`config.mk`:
```
export PLATFORM = sky130hd
export DESIGN_NAME = game_flow_control_flat
export DESIGN_NICKNAME = d
export VERILOG_FILES = /design/src/rtl/game_flow_control_pkg.sv /design/src/rtl/game_flow_control_if.sv /design/src/rtl/edge_detect_rise.sv /design/src/rtl/game_flow_control.sv /design/src/flat_wrapper.sv
export SDC_FILE = /design/constraint.sdc
export NUM_CORES = 1
export LEC_CHECK = 0
export BUFFER_PORTS_ARGS = -buffer_cell sky130_fd_sc_hd__buf_2
export CAP_MARGIN = 20
export CORE_MARGIN = 1.5
export CORE_UTILIZATION = 40
export DETAILED_ROUTE_END_ITERATION = 16
export GPL_TIMING_DRIVEN = 0
export SETUP_SLACK_MARGIN = 0.02
export SLEW_MARGIN = 20
export SYNTH_ARGS = -nofsm -noshare
export SYNTH_HDL_FRONTEND = slang
export SYNTH_HIERARCHICAL = 1
export SYNTH_SLANG_ARGS = --single-unit
```
`constraint.sdc`:
```
create_clock -name clk -period 8.6 [get_ports clk]
set_clock_uncertainty 0.1 [all_clocks]
set_input_delay 1.72 -clock clk [delete_from_list [all_inputs] [get_ports clk]]
set_output_delay 1.72 -clock clk [all_outputs]
set_load 0.02 [all_outputs]
```
`src/rtl/game_flow_control_pkg.sv`:
```
// Shared types and default constants for the game flow controller.
package game_flow_control_pkg;

    typedef enum logic [2:0] {
        ST_IDLE,
        ST_READY,
        ST_PLAY,
        ST_LEVEL_UP,
        ST_GAME_OVER
    } state_e;

    localparam int LIFE_INIT_DEF = 3;
    localparam int LIFE_MAX_DEF  = 9;

endpackage

```
`src/rtl/game_flow_control_if.sv`:
```
// Player/collision inputs and game status outputs of the flow controller.
interface game_flow_control_if #(
    parameter int SCORE_W = 16,
    parameter int LIFE_W  = 4,
    parameter int LEVEL_W = 3
);
    logic               start;
    logic               key5IsPressed;
    logic               collisionBallObstacle;
    logic               collisionBallObstacleGood;
    logic               collisionBallObstacleBad;
    logic               collisionBallCredit;
    logic               collisionBallBottom;
    logic               pause;
    logic               reset_level;
    logic               reset_level_pulse;
    logic               game_over;
    logic [SCORE_W-1:0] score;
    logic [SCORE_W-1:0] high_score;
    logic [LIFE_W-1:0]  life;
    logic [LEVEL_W-1:0] level;

    modport master (
        output start, key5IsPressed, collisionBallObstacle, collisionBallObstacleGood,
               collisionBallObstacleBad, collisionBallCredit, collisionBallBottom,
        input  pause, reset_level, reset_level_pulse, game_over, score, high_score, life, level
    );

    modport slave (
        input  start, key5IsPressed, collisionBallObstacle, collisionBallObstacleGood,
               collisionBallObstacleBad, collisionBallCredit, collisionBallBottom,
        output pause, reset_level, reset_level_pulse, game_over, score, high_score, life, level
    );
endinterface

```
`src/rtl/edge_detect_rise.sv`:
```
// One-cycle strobe on each rising edge of d.
module edge_detect_rise (
    input  logic clk,
    input  logic resetN,
    input  logic d,
    output logic pulse
);
    logic d_d;
    logic d_q;

    always_comb d_d = d;

    always_ff @(posedge clk or negedge resetN) begin
        if (!resetN) d_q <= 1'b0;
        else         d_q <= d_d;
    end

    assign pulse = d & ~d_q;
endmodule

```
`src/rtl/game_flow_control.sv`:
```
// Game state machine: lives, score, high score, level progression and bonus lives.
module game_flow_control
    import game_flow_control_pkg::*;
#(
    parameter int SCORE_W        = 16,
    parameter int LIFE_W         = 4,
    parameter int LIFE_INIT      = LIFE_INIT_DEF,
    parameter int LIFE_MAX       = LIFE_MAX_DEF,
    parameter int LEVEL_W        = 3,
    parameter int NUM_LEVELS     = 4,
    parameter int GOOD_POINTS    = 1,
    parameter int CREDIT_POINTS  = 2,
    parameter int BAD_PENALTY    = 1,
    parameter int LEVEL_UP_SCORE = 10,
    parameter int BONUS_EVERY    = 20
) (
    input logic          clk,
    input logic          resetN,
    game_flow_control_if.slave gif
);
    localparam logic [SCORE_W-1:0] GOOD_G     = SCORE_W'(GOOD_POINTS);
    localparam logic [SCORE_W-1:0] CREDIT_G   = SCORE_W'(CREDIT_POINTS);
    localparam logic [SCORE_W-1:0] BAD_G      = SCORE_W'(BAD_PENALTY);
    localparam logic [SCORE_W-1:0] LVL_STEP   = SCORE_W'(LEVEL_UP_SCORE);
    localparam logic [SCORE_W-1:0] BONUS_STEP = SCORE_W'(BONUS_EVERY);
    localparam logic [LIFE_W-1:0]  LIFE_START = LIFE_W'(LIFE_INIT);
    localparam logic [LIFE_W-1:0]  LIFE_CEIL  = LIFE_W'(LIFE_MAX);
    localparam logic [LEVEL_W-1:0] LEVEL_LAST = LEVEL_W'(NUM_LEVELS - 1);

    function automatic logic [SCORE_W-1:0] sat_add(input logic [SCORE_W-1:0] a,
                                                   input logic [SCORE_W-1:0] b);
        return (a > ~b) ? '1 : a + b;
    endfunction

    function automatic logic [SCORE_W-1:0] sat_sub(input logic [SCORE_W-1:0] a,
                                                   input logic [SCORE_W-1:0] b);
        return (a >= b) ? a - b : '0;
    endfunction

    state_e             state_q, state_d;
    logic [SCORE_W-1:0] score_q, score_d, high_q, high_d;
    logic [SCORE_W-1:0] lvl_acc_q, lvl_acc_d, bon_acc_q, bon_acc_d;
    logic [LIFE_W-1:0]  life_q, life_d;
    logic [LEVEL_W-1:0] level_q, level_d;
    logic [SCORE_W-1:0] gain, lvl_sum, bon_sum;
    logic               pause, reset_level, game_over;

    always_comb begin
        state_d   = state_q;
        score_d   = score_q;
        high_d    = high_q;
        life_d    = life_q;
        level_d   = level_q;
        lvl_acc_d = lvl_acc_q;
        bon_acc_d = bon_acc_q;
        gain      = '0;
        lvl_sum   = '0;
        bon_sum   = '0;
        case (state_q)
            ST_IDLE:  if (gif.start) state_d = ST_READY;
            ST_READY: if (gif.key5IsPressed) state_d = ST_PLAY;
            ST_PLAY: begin
                // Losing the ball outranks every hit in the same cycle.
                if (gif.collisionBallBottom) begin
                    life_d = (life_q == '0) ? '0 : life_q - 1'b1;
                    if (life_q <= LIFE_W'(1)) begin
                        state_d = ST_GAME_OVER;
                        high_d  = (score_q > high_q) ? score_q : high_q;
                    end else begin
                        state_d = ST_READY;
                    end
                end else if (gif.collisionBallObstacle && gif.collisionBallObstacleGood) begin
                    gain = GOOD_G;
                end else if (gif.collisionBallCredit) begin
                    gain = CREDIT_G;
                end else if (gif.collisionBallObstacle && gif.collisionBallObstacleBad) begin
                    score_d = sat_sub(score_q, BAD_G);
                end
                if (gain != '0) begin
                    score_d = sat_add(score_q, gain);
                    bon_sum = bon_acc_q + gain;
                    if (bon_sum >= BONUS_STEP) begin
                        bon_sum = bon_sum - BONUS_STEP;
                        if (life_q < LIFE_CEIL) life_d = life_q + 1'b1;
                    end
                    bon_acc_d = bon_sum;
                    lvl_sum   = lvl_acc_q + gain;
                    if (lvl_sum >= LVL_STEP) begin
                        if (level_q < LEVEL_LAST) begin
                            lvl_sum = lvl_sum - LVL_STEP;
                            level_d = level_q + 1'b1;
                            state_d = ST_LEVEL_UP;
                        end else begin
                            lvl_sum = '0;
                        end
                    end
                    lvl_acc_d = lvl_sum;
                end
            end
            ST_LEVEL_UP: if (gif.key5IsPressed) state_d = ST_PLAY;
            ST_GAME_OVER: begin
                if (gif.key5IsPressed) begin
                    state_d   = ST_READY;
                    score_d   = '0;
                    life_d    = LIFE_START;
                    level_d   = '0;
                    lvl_acc_d = '0;
                    bon_acc_d = '0;
                end
            end
            default: state_d = ST_IDLE;
        endcase
    end

    always_comb begin
        pause       = 1'b1;
        reset_level = 1'b0;
        game_over   = 1'b0;
        case (state_q)
            ST_READY:     reset_level = 1'b1;
            ST_PLAY:      pause       = 1'b0;
            ST_LEVEL_UP:  reset_level = 1'b1;
            ST_GAME_OVER: begin
                reset_level = 1'b1;
                game_over   = 1'b1;
            end
            default: ;
        endcase
    end

    always_ff @(posedge clk or negedge resetN) begin
        if (!resetN) begin
            state_q   <= ST_IDLE;
            score_q   <= '0;
            high_q    <= '0;
            life_q    <= LIFE_START;
            level_q   <= '0;
            lvl_acc_q <= '0;
            bon_acc_q <= '0;
        end else begin
            state_q   <= state_d;
            score_q   <= score_d;
            high_q    <= high_d;
            life_q    <= life_d;
            level_q   <= level_d;
            lvl_acc_q <= lvl_acc_d;
            bon_acc_q <= bon_acc_d;
        end
    end

    edge_detect_rise u_rl_edge (
        .clk    (clk),
        .resetN (resetN),
        .d      (reset_level),
        .pulse  (gif.reset_level_pulse)
    );

    assign gif.pause       = pause;
    assign gif.reset_level = reset_level;
    assign gif.game_over   = game_over;
    assign gif.score       = score_q;
    assign gif.high_score  = high_q;
    assign gif.life        = life_q;
    assign gif.level       = level_q;
endmodule

```
`src/flat_wrapper.sv`:
```
// flat-port wrapper written by rule: the top's interface ports become plain ports
module game_flow_control_flat import game_flow_control_pkg::*;
#(
    parameter int SCORE_W        = 16,
    parameter int LIFE_W         = 4,
    parameter int LIFE_INIT      = LIFE_INIT_DEF,
    parameter int LIFE_MAX       = LIFE_MAX_DEF,
    parameter int LEVEL_W        = 3,
    parameter int NUM_LEVELS     = 4,
    parameter int GOOD_POINTS    = 1,
    parameter int CREDIT_POINTS  = 2,
    parameter int BAD_PENALTY    = 1,
    parameter int LEVEL_UP_SCORE = 10,
    parameter int BONUS_EVERY    = 20
)
  (clk, resetN, gif_start, gif_key5IsPressed, gif_collisionBallObstacle, gif_collisionBallObstacleGood, gif_collisionBallObstacleBad, gif_collisionBallCredit, gif_collisionBallBottom, gif_pause, gif_reset_level, gif_reset_level_pulse, gif_game_over, gif_score, gif_high_score, gif_life, gif_level);
  game_flow_control_if #(.SCORE_W(SCORE_W), .LIFE_W(LIFE_W), .LEVEL_W(LEVEL_W)) gif_i ();
  input logic clk;
  input logic resetN;
  input wire logic [$bits(gif_i.start)-1:0] gif_start;
  input wire logic [$bits(gif_i.key5IsPressed)-1:0] gif_key5IsPressed;
  input wire logic [$bits(gif_i.collisionBallObstacle)-1:0] gif_collisionBallObstacle;
  input wire logic [$bits(gif_i.collisionBallObstacleGood)-1:0] gif_collisionBallObstacleGood;
  input wire logic [$bits(gif_i.collisionBallObstacleBad)-1:0] gif_collisionBallObstacleBad;
  input wire logic [$bits(gif_i.collisionBallCredit)-1:0] gif_collisionBallCredit;
  input wire logic [$bits(gif_i.collisionBallBottom)-1:0] gif_collisionBallBottom;
  output wire logic [$bits(gif_i.pause)-1:0] gif_pause;
  output wire logic [$bits(gif_i.reset_level)-1:0] gif_reset_level;
  output wire logic [$bits(gif_i.reset_level_pulse)-1:0] gif_reset_level_pulse;
  output wire logic [$bits(gif_i.game_over)-1:0] gif_game_over;
  output wire logic [$bits(gif_i.score)-1:0] gif_score;
  output wire logic [$bits(gif_i.high_score)-1:0] gif_high_score;
  output wire logic [$bits(gif_i.life)-1:0] gif_life;
  output wire logic [$bits(gif_i.level)-1:0] gif_level;
  assign gif_i.start = gif_start;
  assign gif_i.key5IsPressed = gif_key5IsPressed;
  assign gif_i.collisionBallObstacle = gif_collisionBallObstacle;
  assign gif_i.collisionBallObstacleGood = gif_collisionBallObstacleGood;
  assign gif_i.collisionBallObstacleBad = gif_collisionBallObstacleBad;
  assign gif_i.collisionBallCredit = gif_collisionBallCredit;
  assign gif_i.collisionBallBottom = gif_collisionBallBottom;
  assign gif_pause = gif_i.pause;
  assign gif_reset_level = gif_i.reset_level;
  assign gif_reset_level_pulse = gif_i.reset_level_pulse;
  assign gif_game_over = gif_i.game_over;
  assign gif_score = gif_i.score;
  assign gif_high_score = gif_i.high_score;
  assign gif_life = gif_i.life;
  assign gif_level = gif_i.level;
  game_flow_control #(.SCORE_W(SCORE_W), .LIFE_W(LIFE_W), .LIFE_INIT(LIFE_INIT), .LIFE_MAX(LIFE_MAX), .LEVEL_W(LEVEL_W), .NUM_LEVELS(NUM_LEVELS), .GOOD_POINTS(GOOD_POINTS), .CREDIT_POINTS(CREDIT_POINTS), .BAD_PENALTY(BAD_PENALTY), .LEVEL_UP_SCORE(LEVEL_UP_SCORE), .BONUS_EVERY(BONUS_EVERY)) u_core (.clk(clk), .resetN(resetN), .gif(gif_i));
endmodule
```
==> results of run 1 <==
power groups by stage:
stage          Combinational [uW]  Clock (uW)  Sequential [uW]
3_3_place_gp                 1490           0              657
6_report                     1520         393              653
2_1_floorplan                1050           0              714
3_5_place_dp                 1500           0              658
4_1_cts                      1510         404              652
5_1_grt                      1690         416              678
kinds of logic (layout without fill, tap and decap cells):
family                     Yosys count  after routing
DFF                                 75             75
muxes                               26             26
and+or+nand+nor                    271            271
AOI/OAI and AO/OA                  218            218
xor gates and xnor gates            46             46
buffers and inverters               82            150
adders and majority gates           33             33
worst max-delay path, delay by kind of cell:
family	cells	cell delay, ps
fa+ha+maj	1	250
simple gates	4	830
buf+inv	3	580
compound gates	6	2270
xor+xnor	2	330
per-stage QoR:
stage          area (um2)  power [uW]
2_1_floorplan        6170        1770
3_3_place_gp         6660        2150
3_5_place_dp         6690        2160
4_1_cts              6980        2570
5_1_grt              6980        2780
6_report             6980        2560
layout make-up:
class | count | area, um2 | area share, %
timing repair buffer | 52 | 278 | 3.98
inverter | 41 | 154 | 2.20
sequential | 75 | 1880 | 26.9
tap | 188 | 235 | 3.37
buffer | 41 | 171 | 2.46
multi-input combinational | 594 | 3970 | 56.9
clock buffer | 10 | 229 | 3.28
clock inverter | 6 | 65.1 | 0.932
cells in the mapped netlist (10+ instances only):
master,instances
sky130_fd_sc_hd__inv_1,40
sky130_fd_sc_hd__ha_1,32
sky130_fd_sc_hd__nand2_1,61
sky130_fd_sc_hd__o21a_1,12
sky130_fd_sc_hd__or3_1,14
sky130_fd_sc_hd__mux2_2,16
sky130_fd_sc_hd__a21oi_1,36
sky130_fd_sc_hd__clkbuf_1,30
sky130_fd_sc_hd__nor4_1,17
sky130_fd_sc_hd__a21o_1,10
sky130_fd_sc_hd__nor3_1,23
sky130_fd_sc_hd__o21ai_1,15
sky130_fd_sc_hd__o21ai_0,61
sky130_fd_sc_hd__nand4_1,12
sky130_fd_sc_hd__and3_1,14
sky130_fd_sc_hd__nand3_1,28
sky130_fd_sc_hd__dfrtp_1,73
sky130_fd_sc_hd__xor2_1,16
sky130_fd_sc_hd__xnor2_1,30
sky130_fd_sc_hd__nor2_1,56
worst paths after layout:
check / from / to / slack [ps] / depth (start not counted)
worst max-delay path: gif_collisionBallBottom / u_core/lvl_acc_q[6]$_DFFE_PN0P_ / 2770 / 16
worst min-delay path: u_core/state_q[2]$_DFFE_PN0P_ / u_core/state_q[1]$_DFFE_PN0P_ / 400 / 1
worst max register to register: u_core/lvl_acc_q[1]$_DFFE_PN0P_ / u_core/lvl_acc_q[6]$_DFFE_PN0P_ / 4370 / 13
worst min register to register: u_core/state_q[2]$_DFFE_PN0P_ / u_core/state_q[1]$_DFFE_PN0P_ / 400 / 1
max in group asynchronous: resetN / u_core/lvl_acc_q[14]$_DFFE_PN0P_ / 6570 / 2
min in group asynchronous: resetN / u_core/gif.high_score[13]$_DFFE_PN0P_ / 1240 / 1
registers in the layout, summed over array words and instances, names as in the netlist:
signal / count
u_core/gif.life: 4
u_core/state_q: 3
u_core/lvl_acc_q: 16
u_core/bon_acc_q: 16
u_core/gif.score: 16
u_core/gif.level: 3
u_core/u_rl_edge/d_q: 1
u_core/gif.high_score: 16
per-layer routing:
layer  vias to the layer above  share of wire, %
met5                         -                 0
met4                         0               2.1
met3                        29               4.9
met2                       163                47
met1                      2745                46
li1                       2868                 -
==> summary.log, run 1 <==
[timing] count of pins over their slew limit 0
[placement] number of placed instances, taps included 991
[timing] aggregate negative setup slack 0 ps
[finish] Fill cells 1522
[finish] area growth from synthesis to layout 13.2%
[timing] unrepaired setup endpoints after global routing false
[global_routing] met1 track demand over resource in global routing 28.2%
[pwr] Gate power share 59.2%
[drt] total length of routed wires 16.7 mm
[synth] Unique masters post-synth 77
[pwr] worst supply voltage drop on vdd 0.160 mV
[synth] dominant cells by area after synthesis sky130_fd_sc_hd__dfrtp_1 30%, sky130_fd_sc_hd__ha_1 6.5%, sky130_fd_sc_hd__o21ai_0 4.9%
[synth] post-synthesis instance area 0.00617 mm2
[timing] Setup WS post-layout 2770 ps
[finish] share of final-layout standard cells stronger than drive strength 1 14.9%
[placement] routability congestion estimate 0.926
[drt] total number of vias 5805
[global_routing] met3 usage 4.86%
[clock_tree] buffers inserted during post-CTS setup optimization 0
[die] number of rows in the core area 45
[worst_setup_path] Setup CP Type in2reg
[job] number of max-cap violations 0
[synth] Post-synth EDFFs 0
[timing] Hold Fails Final Rpt 0
[placement] final HPWL from detailed placement 12.2 mm
[status] run status finished clean
[drt] average wire length per cell after detail routing 16.6 um
[worst_setup_path] data arrival time of the critical path 6010 ps
[pwr] Power per Cell Area 367 mW/mm2
[die] top-level port count 52
[synth] portion of synthesized cell area occupied by the leading cell type 29.6%
[placement] count of port buffers added during placement 51
[drt] starting DRC count in detailed routing 432
[timing] timing-limited maximum frequency 172 MHz
[synth] largest family of logic cells by synthesized area compound AO/OA/AOI/OAI gates
[synth] area fraction in compound gates after synthesis 23.8%
[hold_path] Hold/Removal Path Class reg2reg
[timing] setup violation total in the final timing report 0
[clock_tree] Inserted Clock Buffers 9
[synth] post-synthesis share of cell area spent on xor and xnor gates 6.53%
[finish] most frequent cells in the layout 73 x sky130_fd_sc_hd__dfrtp_1, 61 x sky130_fd_sc_hd__nand2_1, 61 x sky130_fd_sc_hd__o21ai_0
[finish] final net count 855
[clock_tree] clock tree root driver cell sky130_fd_sc_hd__clkbuf_16
[synth] fraction of registers with async set/reset 100%
[clock_tree] maximum buffer depth of the clock tree 2
[timing] Final Hold Slack 404 ps
[synth] fraction of the yosys area taken by sequential cells 30.5%
[finish] final cell count without fillers 1007
[timing] time the final worst path needs with I/O delays and setup 5830 ps
[worst_setup_path] biggest fanout along the worst timing path 10
[synth] top cell type by total area after synthesis sky130_fd_sc_hd__dfrtp_1
[worst_setup_path] required time at the worst-slack endpoint 8780 ps
[synth] fraction of the mapped netlist area in simple logic gates 22.7%
[finish] count of antenna diodes in the layout 0
[timing] worst-margin pin slew 945 ps
[synth] share of synthesized cell area in full adder, half adder and majority cells 6.65%
[die] die footprint 0.0162 mm2
[clock_tree] # H-tree levels 3
[global_routing] total congestion overflow after global routing 0
[drt] Via-to-Cell Ratio 5.76
[drt] number of nets with antenna violations after detailed routing 0
[pwr] relative contribution of sequential cells to total power 25.5%
[synth] mux cell area share after synthesis 4.56%
[synth] average instance area after synthesis 8.22 um2
[die] core region area 0.0151 mm2
[global_routing] via count of the first global-routing pass 5413
[worst_setup_path] sort of element at the end of the critical path register
[worst_setup_path] Critical Path Slowest Stage Cell sky130_fd_sc_hd__a2111oi_0
[clock_tree] Post-CTS Hold Fix Bufs 0
[clock_tree] CTS tree done
[drt] first-pass iteration count of the detailed router 5
[drt] DR DRC count 0
[synth] FF+latch count, synth 75
[synth] Yosys Warn Count 6
[global_routing] peak-usage layer in the global routing report met2
[global_routing] global-route wire length before repair 27.8 mm
[global_routing] Global Route Usage Sum 21.4%
[finish] utilization after layout 46.1%
[pwr] fraction of power spent switching nets 48.5%
[worst_setup_path] Startpoint Class input pin
[clock_tree] clock transition at the registers of the reported paths 60 ps
[die] DIE WIDTH 127 um
[synth] most common flop cell mapped by yosys sky130_fd_sc_hd__dfrtp_1
[die] y dimension of the die 127 um
[clock_tree] Gates resized, CTS repair 0
[synth] Post-Syn Nets 792
[worst_setup_path] crit-path max cell delay 810 ps
[timing] Max-Slew Margin vs Limit 35.3%
[pwr] cell-internal power 1320 uW
[synth] gate count after technology mapping 751
[pwr] leakage power 0.00302 uW
[clock_tree] number of sinks on the clock net 75
[placement] pre-CTS worst setup slack 2470 ps
[worst_setup_path] cells along the critical path buf_2, nand2b_1, clkbuf_1, nor2_1, xor2_1, ha_1, nand3_1, xnor2_1, a2111oi_0, o211a_1, o2111ai_2, a211oi_4, o21ai_1, buf_2, o211a_1, nor2_1
[clock_tree] clock latency on the worst-skew pair 350 ps
[die] Starting Density 40.7%
[global_routing] initial antenna violation count 0
[finish] most frequent standard cell in the layout excluding fill and tap cells sky130_fd_sc_hd__dfrtp_1
[pwr] net switching component of the power 1240 uW
[global_routing] global routing met2 resource utilization 35.3%
[pwr] clock network power share 15.3%
[global_routing] maximum number of pins on one net before global-route repair 40
[timing] final cycle utilization of the critical path 67.8%
(Power assumes the default switching activity.)
==> run 2, diff against run 1 <==
--- a/config.mk
+++ b/config.mk
@@ -5,6 +5,7 @@
 export SDC_FILE = /design/constraint.sdc
 export NUM_CORES = 1
 export LEC_CHECK = 0
+export ABC_AREA = 1
 export BUFFER_PORTS_ARGS = -buffer_cell sky130_fd_sc_hd__buf_2
 export CAP_MARGIN = 20
 export CORE_MARGIN = 1.5
==> constraint.sdc (replaced) <==
create_clock -name clk -period 5.4 [get_ports clk]
set_clock_uncertainty 0.1 [all_clocks]
set_input_delay 1.08 -clock clk [delete_from_list [all_inputs] [get_ports clk]]
set_output_delay 1.08 -clock clk [all_outputs]
set_load 0.02 [all_outputs]
==> run 2 against run 1 <==
  * Clock power up 83%
  * Critical path depth rose by 3
  * Sequential power rose by 68%
  * Non-clock buffer count fell by 20
  * Largest power group unchanged
  * Highest routed layer unchanged
  * Combinational power grew 63%
  * Count of clock-buffer cells in the layout rose by 1
  * Hold slack worse by 8.6 ps
  * Synthesized area rose by 5.3%
  * Die area is 5.1% higher
  * First-iteration DRC count is 9.5% higher
==> summary.log, run 2 <==
[status] run status finished clean
[timing] Max-Slew Margin vs Limit 58.1% [+23 points]
[worst_setup_path] cells along the critical path buf_2, nand2_1, nor2_1, ha_1, ha_1, inv_1, nand2_1, buf_4, xor2_1, inv_1, ha_1, inv_1, nand3_1, nand2_2, nor2_4, nand4_4, buf_6, nand4_1, o21ai_0
[drt] DR DRC count 0 [unchanged]
[timing] setup violation total in the final timing report 0 [unchanged]
[finish] most frequent cells in the layout 218 x sky130_fd_sc_hd__nand2_1, 136 x sky130_fd_sc_hd__inv_1, 84 x sky130_fd_sc_hd__nand3_1
[die] top-level port count 52 [unchanged]
[synth] Unique masters post-synth 53 [-31%]
[timing] time the final worst path needs with I/O delays and setup 4060 ps
[placement] pre-CTS worst setup slack 998 ps [-1470 ps]
[drt] Top Layer Used met4
[synth] gate count after technology mapping 942 [+25%]
[synth] dominant cells by area after synthesis sky130_fd_sc_hd__dfrtp_1 28%, sky130_fd_sc_hd__nand2_1 13%, sky130_fd_sc_hd__inv_1 7.9%
[clock_tree] Inserted Clock Buffers 9 [unchanged]
[finish] share of final-layout standard cells stronger than drive strength 1 13.9% [-1.0 points]
[drt] starting DRC count in detailed routing 473 [+9.5%]
[drt] Via-to-Cell Ratio 5.15 [-11%]
[die] y dimension of the die 130 um [+2.5%]
[worst_setup_path] crit-path max cell delay 410 ps [-400 ps]
[drt] number of nets with antenna violations after detailed routing 0 [unchanged]
[synth] FF+latch count, synth 75 [unchanged]
[global_routing] initial antenna violation count 1 [+1]
[finish] utilization after layout 46.6% [+0.48 points]
[clock_tree] # H-tree levels 3 [unchanged]
[global_routing] total congestion overflow after global routing 0 [unchanged]
[clock_tree] Post-CTS Hold Fix Bufs 0 [unchanged]
[placement] count of port buffers added during placement 50 [-2.0%]
[synth] portion of synthesized cell area occupied by the leading cell type 28.1% [-1.5 points]
[job] number of max-cap violations 0 [unchanged]
[clock_tree] clock latency on the worst-skew pair 350 ps [about the same]
[clock_tree] buffers inserted during post-CTS setup optimization 0 [unchanged]
[die] number of rows in the core area 46 [+2.2%]
[worst_setup_path] Setup CP Type in2reg
[synth] fraction of the yosys area taken by sequential cells 28.9% [-1.5 points]
[synth] Post-Syn Nets 983 [+24%]
[placement] instance area at placement 0.00705 mm2 [+5.4%]
[clock_tree] number of sinks on the clock net 75 [unchanged]
[timing] aggregate negative setup slack 0 ps [unchanged]
[global_routing] maximum number of pins on one net before global-route repair 46 [+15%]
[timing] Setup WS post-layout 1340 ps [-1430 ps]
[pwr] worst supply voltage drop on vdd 0.263 mV [+64%]
[clock_tree] clock transition at the registers of the reported paths 60 ps [about the same]
[synth] top cell types by occurrence after synthesis 218 x sky130_fd_sc_hd__nand2_1, 136 x sky130_fd_sc_hd__inv_1, 84 x sky130_fd_sc_hd__nand3_1
[die] die footprint 0.0170 mm2 [+5.1%]
[worst_setup_path] Startpoint Class input pin
[drt] total number of vias 6311 [+8.7%]
[hold_path] Hold/Removal Path Class reg2reg
[timing] Hold Fails Final Rpt 0 [unchanged]
[drt] average wire length per cell after detail routing 14.7 um [-11%]
[pwr] total power consumption of the routed design 4300 uW [+68%]
[die] DIE WIDTH 130 um [+2.5%]
[clock_tree] maximum buffer depth of the clock tree 2 [unchanged]
[timing] unrepaired setup endpoints after global routing false
[pwr] Power per Cell Area 581 mW/mm2 [+58%]
[worst_setup_path] required time at the worst-slack endpoint 5560 ps [-3220 ps]
[global_routing] via count of the first global-routing pass 5869 [+8.4%]
[synth] fraction of registers with async set/reset 100% [unchanged]
[clock_tree] Gates resized, CTS repair 0 [unchanged]
[finish] Register Area 0.00188 mm2 [unchanged]
[synth] Post-synth EDFFs 0 [unchanged]
[die] core region area 0.0159 mm2 [+4.9%]
[synth] average instance area after synthesis 6.89 um2 [-16%]
[placement] final HPWL from detailed placement 13.9 mm [+14%]
[finish] total area of multi-input combinational cells 0.00396 mm2 [-0.35%]
[timing] timing-limited maximum frequency 246 MHz
[finish] area growth from synthesis to layout 13.9%
[pwr] leakage power 0.00368 uW [+22%]
[timing] final cycle utilization of the critical path 75.2%
[drt] first-pass iteration count of the detailed router 7 [+2]
[finish] final cell area excluding filler cells 0.00740 mm2 [+6.0%]
[finish] most frequent standard cell in the layout excluding fill and tap cells sky130_fd_sc_hd__nand2_1
[synth] most common flop cell mapped by yosys sky130_fd_sc_hd__dfrtp_1
[synth] Yosys Warn Count 6 [unchanged]
[timing] worst-margin pin slew 629 ps [-317 ps]
[drt] met1 layer wirelength in the final routing 8.46 mm [+11%]
[drt] routed length on met3 716 um [-13%]
[synth] top cell type by total area after synthesis sky130_fd_sc_hd__dfrtp_1
[global_routing] global-route wire length before repair 29.4 mm [+5.9%]
[placement] routability congestion estimate 0.918 [-0.87%]
[worst_setup_path] Critical Path Slowest Stage Cell sky130_fd_sc_hd__xor2_1
[worst_setup_path] data arrival time of the critical path 4220 ps [-1790 ps]
[synth] post-synthesis instance area 0.00649 mm2 [+5.3%]
[finish] Fill cells 1670 [+9.7%]
[worst_setup_path] sort of element at the end of the critical path register
[synth] leading cell type by number of instances after synthesis sky130_fd_sc_hd__nand2_1
[clock_tree] CTS tree done
[worst_setup_path] biggest fanout along the worst timing path 10 [unchanged]
[clock_tree] clock tree root driver cell sky130_fd_sc_hd__clkbuf_16
[die] Starting Density 40.9% [+0.15 points]
[drt] total length of routed wires 18.1 mm [+8.2%]
[finish] final net count 1045 [+22%]
[timing] count of pins over their slew limit 0 [unchanged]
[global_routing] Global Route Usage Sum 22.0% [+0.64 points]
[drt] routed wire length on met2 8.60 mm [+9.0%]
-- run 2: changes by cell type after synthesis, sizes merged, moves of 15 or more --
cell / previous run / this run
nor2: 58 / 91
nand2: 62 / 239
mux2: 17 / 0
xnor2: 30 / 1
inv: 40 / 141
nand4: 12 / 42
clkbuf: 30 / 15
nand3: 28 / 91
xor2: 16 / 34
-- run 2: layer usage --
metal  vias up  global-route usage [%]
li1       3238                       -
met1      2935                    28.9
met2       120                    37.2
met3        18                    4.44
met4         0                    5.62
met5         -                       0
-- run 2: report_power, final --
part | switching (uW) | internal [uW] | total, uW
logic | 1640 | 834 | 2480
registers | 306 | 792 | 1100
clock network | 252 | 468 | 720
-- run 2: worst paths after layout --
check / start / to / slack [ps] / cells past startpoint
worst max-delay path: gif_collisionBallObstacle / u_core/bon_acc_q[11]$_DFFE_PN0P_ / 1340 / 19
worst min-delay path: u_core/lvl_acc_q[0]$_DFFE_PN0P_ / u_core/lvl_acc_q[0]$_DFFE_PN0P_ / 400 / 2
worst max register to register: u_core/bon_acc_q[1]$_DFFE_PN0P_ / u_core/bon_acc_q[11]$_DFFE_PN0P_ / 2210 / 19
worst min register to register: u_core/lvl_acc_q[0]$_DFFE_PN0P_ / u_core/lvl_acc_q[0]$_DFFE_PN0P_ / 400 / 2
max in group asynchronous: resetN / u_core/lvl_acc_q[13]$_DFFE_PN0P_ / 4040 / 2
min in group asynchronous: resetN / u_core/gif.high_score[10]$_DFFE_PN0P_ / 570 / 1
-- run 2: logic make-up (layout without fill, tap and decap cells) --
family,Yosys count,after routing,synth area share [%]
DFF,75,75,28.9
buffers and inverters,164,231,10.2
xor gates and xnor gates,35,35,5.07
and+or+nand+nor,489,489,36.7
other,0,1,0
AOI/OAI and AO/OA,147,147,13.0
adders and majority gates,32,32,6.16
-- run 2: worst max-delay path, delay by kind of cell --
family          cells  cell delay (ps)
fa+ha+maj           3              610
buf+inv             6              770
xor+xnor            1              410
simple gates        8             1230
compound gates      1              120
-- run 2: per-stage QoR --
| stage | hold slack, ps | cells |
|---|---|---|
| 3_3_place_gp | 373 | 1208 |
| 6_report | 396 | 1226 |
| 5_1_grt | 419 | 1225 |
| 4_1_cts | 401 | 1225 |
| 3_5_place_dp | 384 | 1209 |
| 2_1_floorplan | 355 | 942 |
-- run 2: final cells by class --
cell class / count / area share [%]
Timing Repair Buffer: 51 / 3.79
Clock buffer: 11 / 3.28
Buffer: 22 / 1.61
Tap cell: 216 / 3.65
Multi-Input combinational cell: 703 / 53.5
Inverter: 142 / 7.31
Antenna cell: 1 / 0.0338
Sequential cell: 75 / 25.4
Clock inverter: 5 / 1.45
==> run 3, diff against run 2 <==
--- a/config.mk
+++ b/config.mk
@@ -5,7 +5,7 @@
 export SDC_FILE = /design/constraint.sdc
 export NUM_CORES = 1
 export LEC_CHECK = 0
-export ABC_AREA = 1
+export ABC_AREA = 0
 export BUFFER_PORTS_ARGS = -buffer_cell sky130_fd_sc_hd__buf_2
 export CAP_MARGIN = 20
 export CORE_MARGIN = 1.5
==> constraint.sdc (replaced) <==
create_clock -name clk -period 3.65 [get_ports clk]
set_clock_uncertainty 0.1 [all_clocks]
set_input_delay 0.73 -clock clk [delete_from_list [all_inputs] [get_ports clk]]
set_output_delay 0.73 -clock clk [all_outputs]
set_load 0.02 [all_outputs]
==> run 3 against run 2 <==
  * Die area down 4.9%
  * Worst setup slack worse by 1300 ps
  * Routed wire length up 2.9%
  * Hold slack worse by 93 ps
  * Sequential power up 44%
  * Largest power group unchanged
==> summary.log, run 3 (synthesis gave the netlist of run 1 again) <==
[drt] average wire length per cell after detail routing 17.7 um [+20%]
[timing] count of pins over their slew limit 0 [unchanged]
[drt] Via-to-Cell Ratio 5.89 [+14%]
[worst_setup_path] required time at the worst-slack endpoint 3790 ps [-1770 ps]
[drt] total length of routed wires 18.6 mm [+2.9%]
[placement] routability congestion estimate 0.861 [-6.2%]
[timing] setup violation total in the final timing report 0 [unchanged]
[worst_setup_path] origin of the critical flop-to-flop path u_core/bon_acc_q[1]$_DFFE_PN0P_
[drt] starting DRC count in detailed routing 472 [-0.21%]
[finish] Register Area 0.00188 mm2 [unchanged]
[clock_tree] clock latency on the worst-skew pair 350 ps [about the same]
[placement] count of port buffers added during placement 51 [+2.0%]
[timing] worst-margin pin slew 855 ps [+226 ps]
[timing] timing-limited maximum frequency 281 MHz
[worst_setup_path] Critical Path Slowest Stage Cell sky130_fd_sc_hd__a2111oi_4
[global_routing] Global Route Usage Sum 22.9% [+0.85 points]
[worst_setup_path] cells along the critical path buf_8, nand2b_4, nor2_4, xor2_2, ha_2, a31oi_4, xnor2_2, inv_2, ha_4, nand2b_4, and3_4, and3_4, buf_6, a2111oi_4, xor2_1, nor3_1, a211o_1
[worst_setup_path] crit-path leading delay family simple AND/OR/NAND/NOR gates
[timing] Hold Fails Final Rpt 0 [unchanged]
[worst_setup_path] crit-path max cell delay 350 ps [-60 ps]
[drt] first-pass iteration count of the detailed router 6 [-1]
[die] y dimension of the die 127 um [-2.5%]
[die] top-level port count 52 [unchanged]
[timing] Max-Slew Margin vs Limit 42.4% [-16 points]
[global_routing] total congestion overflow after global routing 0 [unchanged]
[clock_tree] clock tree root driver cell sky130_fd_sc_hd__clkbuf_16
[pwr] worst supply voltage drop on vdd 0.437 mV [+66%]
[worst_setup_path] crit path capture u_core/bon_acc_q[15]$_DFFE_PN0P_
[timing] final cycle utilization of the critical path 97.6%
[global_routing] maximum number of pins on one net before global-route repair 48 [+4.3%]
[worst_setup_path] data arrival time of the critical path 3700 ps [-520 ps]
[finish] share of final-layout standard cells stronger than drive strength 1 25.1% [+11 points]
[worst_setup_path] depth of the worst register-to-register path 15 [-4]
[clock_tree] Inserted Clock Buffers 9 [unchanged]
[die] number of rows in the core area 45 [-2.2%]
[die] die footprint 0.0162 mm2 [-4.9%]
[global_routing] global-route wire length before repair 29.7 mm [+1.1%]
[finish] utilization after layout 52.0% [+5.4 points]
[die] core region area 0.0151 mm2 [-4.7%]
[worst_setup_path] slack of the worst reg-to-reg path 100 ps [-2110 ps]
[drt] number of nets with antenna violations after detailed routing 0 [unchanged]
[worst_setup_path] sort of element at the end of the critical path register
[die] Starting Density 40.7% [-0.15 points]
[worst_setup_path] instance count on the critical path 17 [-2]
[placement] final HPWL from detailed placement 12.8 mm [-7.8%]
[worst_setup_path] Critical R2R Capture u_core/bon_acc_q[15]$_DFFE_PN0P_
[placement] pre-CTS worst setup slack -833 ps [-1830 ps]
[clock_tree] number of sinks on the clock net 75 [unchanged]
[global_routing] via count of the first global-routing pass 5937 [+1.2%]
[worst_setup_path] launch point of the critical path gif_collisionBallBottom
[job] number of max-cap violations 0 [unchanged]
[finish] final net count 899 [-14%]
[die] DIE WIDTH 127 um [-2.5%]
[clock_tree] clock transition at the registers of the reported paths 60 ps [about the same]
[finish] Fill cells 1399 [-16%]
[timing] time the final worst path needs with I/O delays and setup 3560 ps
[clock_tree] CTS tree done
[drt] total number of vias 6190 [-1.9%]
[finish] count of antenna diodes in the layout 0 [-1]
[timing] Setup WS post-layout 86.5 ps [-1250 ps]
[pwr] leakage power 0.00341 uW [-7.3%]
[finish] most frequent standard cell in the layout excluding fill and tap cells sky130_fd_sc_hd__dfrtp_1
[worst_setup_path] biggest fanout along the worst timing path 8 [-2]
[clock_tree] # H-tree levels 3 [unchanged]
[finish] total area of multi-input combinational cells 0.00442 mm2 [+12%]
[global_routing] initial antenna violation count 0 [-1]
[worst_setup_path] Startpoint Class input pin
[worst_setup_path] WP buf/inv 3 [-3]
[pwr] Power per Cell Area 865 mW/mm2 [+49%]
[clock_tree] maximum buffer depth of the clock tree 2 [unchanged]
[finish] most frequent cells in the layout 73 x sky130_fd_sc_hd__dfrtp_1, 59 x sky130_fd_sc_hd__nand2_1, 59 x sky130_fd_sc_hd__o21ai_0
[drt] DR DRC count 0 [unchanged]
[clock_tree] Post-CTS Hold Fix Bufs 0 [unchanged]
[status] run status finished clean
[hold_path] Hold/Removal Path Class in2async
[finish] area growth from synthesis to layout 27.6%
[timing] unrepaired setup endpoints after global routing true
[worst_setup_path] Setup CP Type in2reg
-- run 3: metal layers --
layer	vias up	share of wire (%)	GRT usage (%)
met1	3021	44	28.0
met5	-	0	0
met3	33	3.9	3.52
met4	0	2.0	7.89
met2	186	50	41.0
li1	2950	-	-
-- run 3: area by class of cell --
class,count,share of cell area [%]
Buffer,37,2.65
Tap cell,188,2.99
Clock inverter,6,0.826
Clock buffer,10,2.91
Sequential cell,75,23.9
Inverter,41,1.95
Timing Repair Buffer,100,8.71
Multi-Input combinational cell,594,56.1
-- run 3: how the worst min path moves through the flow --
stage / start / endpoint / slack [ps] / depth (start not counted)
2_1_floorplan: resetN / u_core/bon_acc_q[0]$_DFFE_PN0P_ / 330 / 0
3_3_place_gp: u_core/state_q[2]$_DFFE_PN0P_ / u_core/state_q[1]$_DFFE_PN0P_ / 370 / 1
3_5_place_dp: u_core/state_q[2]$_DFFE_PN0P_ / u_core/state_q[1]$_DFFE_PN0P_ / 380 / 1
4_1_cts: resetN / u_core/gif.level[0]$_DFFE_PN0P_ / 320 / 1
5_1_grt: resetN / u_core/gif.high_score[12]$_DFFE_PN0P_ / 360 / 1
6_report: resetN / u_core/gif.high_score[12]$_DFFE_PN0P_ / 300 / 1
-- run 3: stage by stage --
| step | setup TNS [ps] | cells | instance area, um2 | hold slack (ps) | total power [uW] |
|---|---|---|---|---|---|
| 4_1_cts | 0 | 1024 | 7440 | 325 | 6440 |
| 5_1_grt | -86.8 | 1051 | 7870 | 357 | 7310 |
| 3_3_place_gp | -21970 | 990 | 6870 | 373 | 5190 |
| 2_1_floorplan | -346 | 751 | 6380 | 334 | 4320 |
| 6_report | 0 | 1051 | 7870 | 302 | 6810 |
| 3_5_place_dp | -23980 | 991 | 6890 | 378 | 5280 |
-- run 3: repair_timing --
item,CTS,global route
pin swaps,16,29
buffers inserted,18,28
gates cloned,1,0
gates resized for setup,23,49
setup endpoints to repair,44,50
-- run 3: report_power, final --
group / internal, uW / total, uW / switching (uW)
Clock: 531 / 919 / 388
Combinational: 1860 / 4310 / 2450
Sequential: 1170 / 1580 / 416
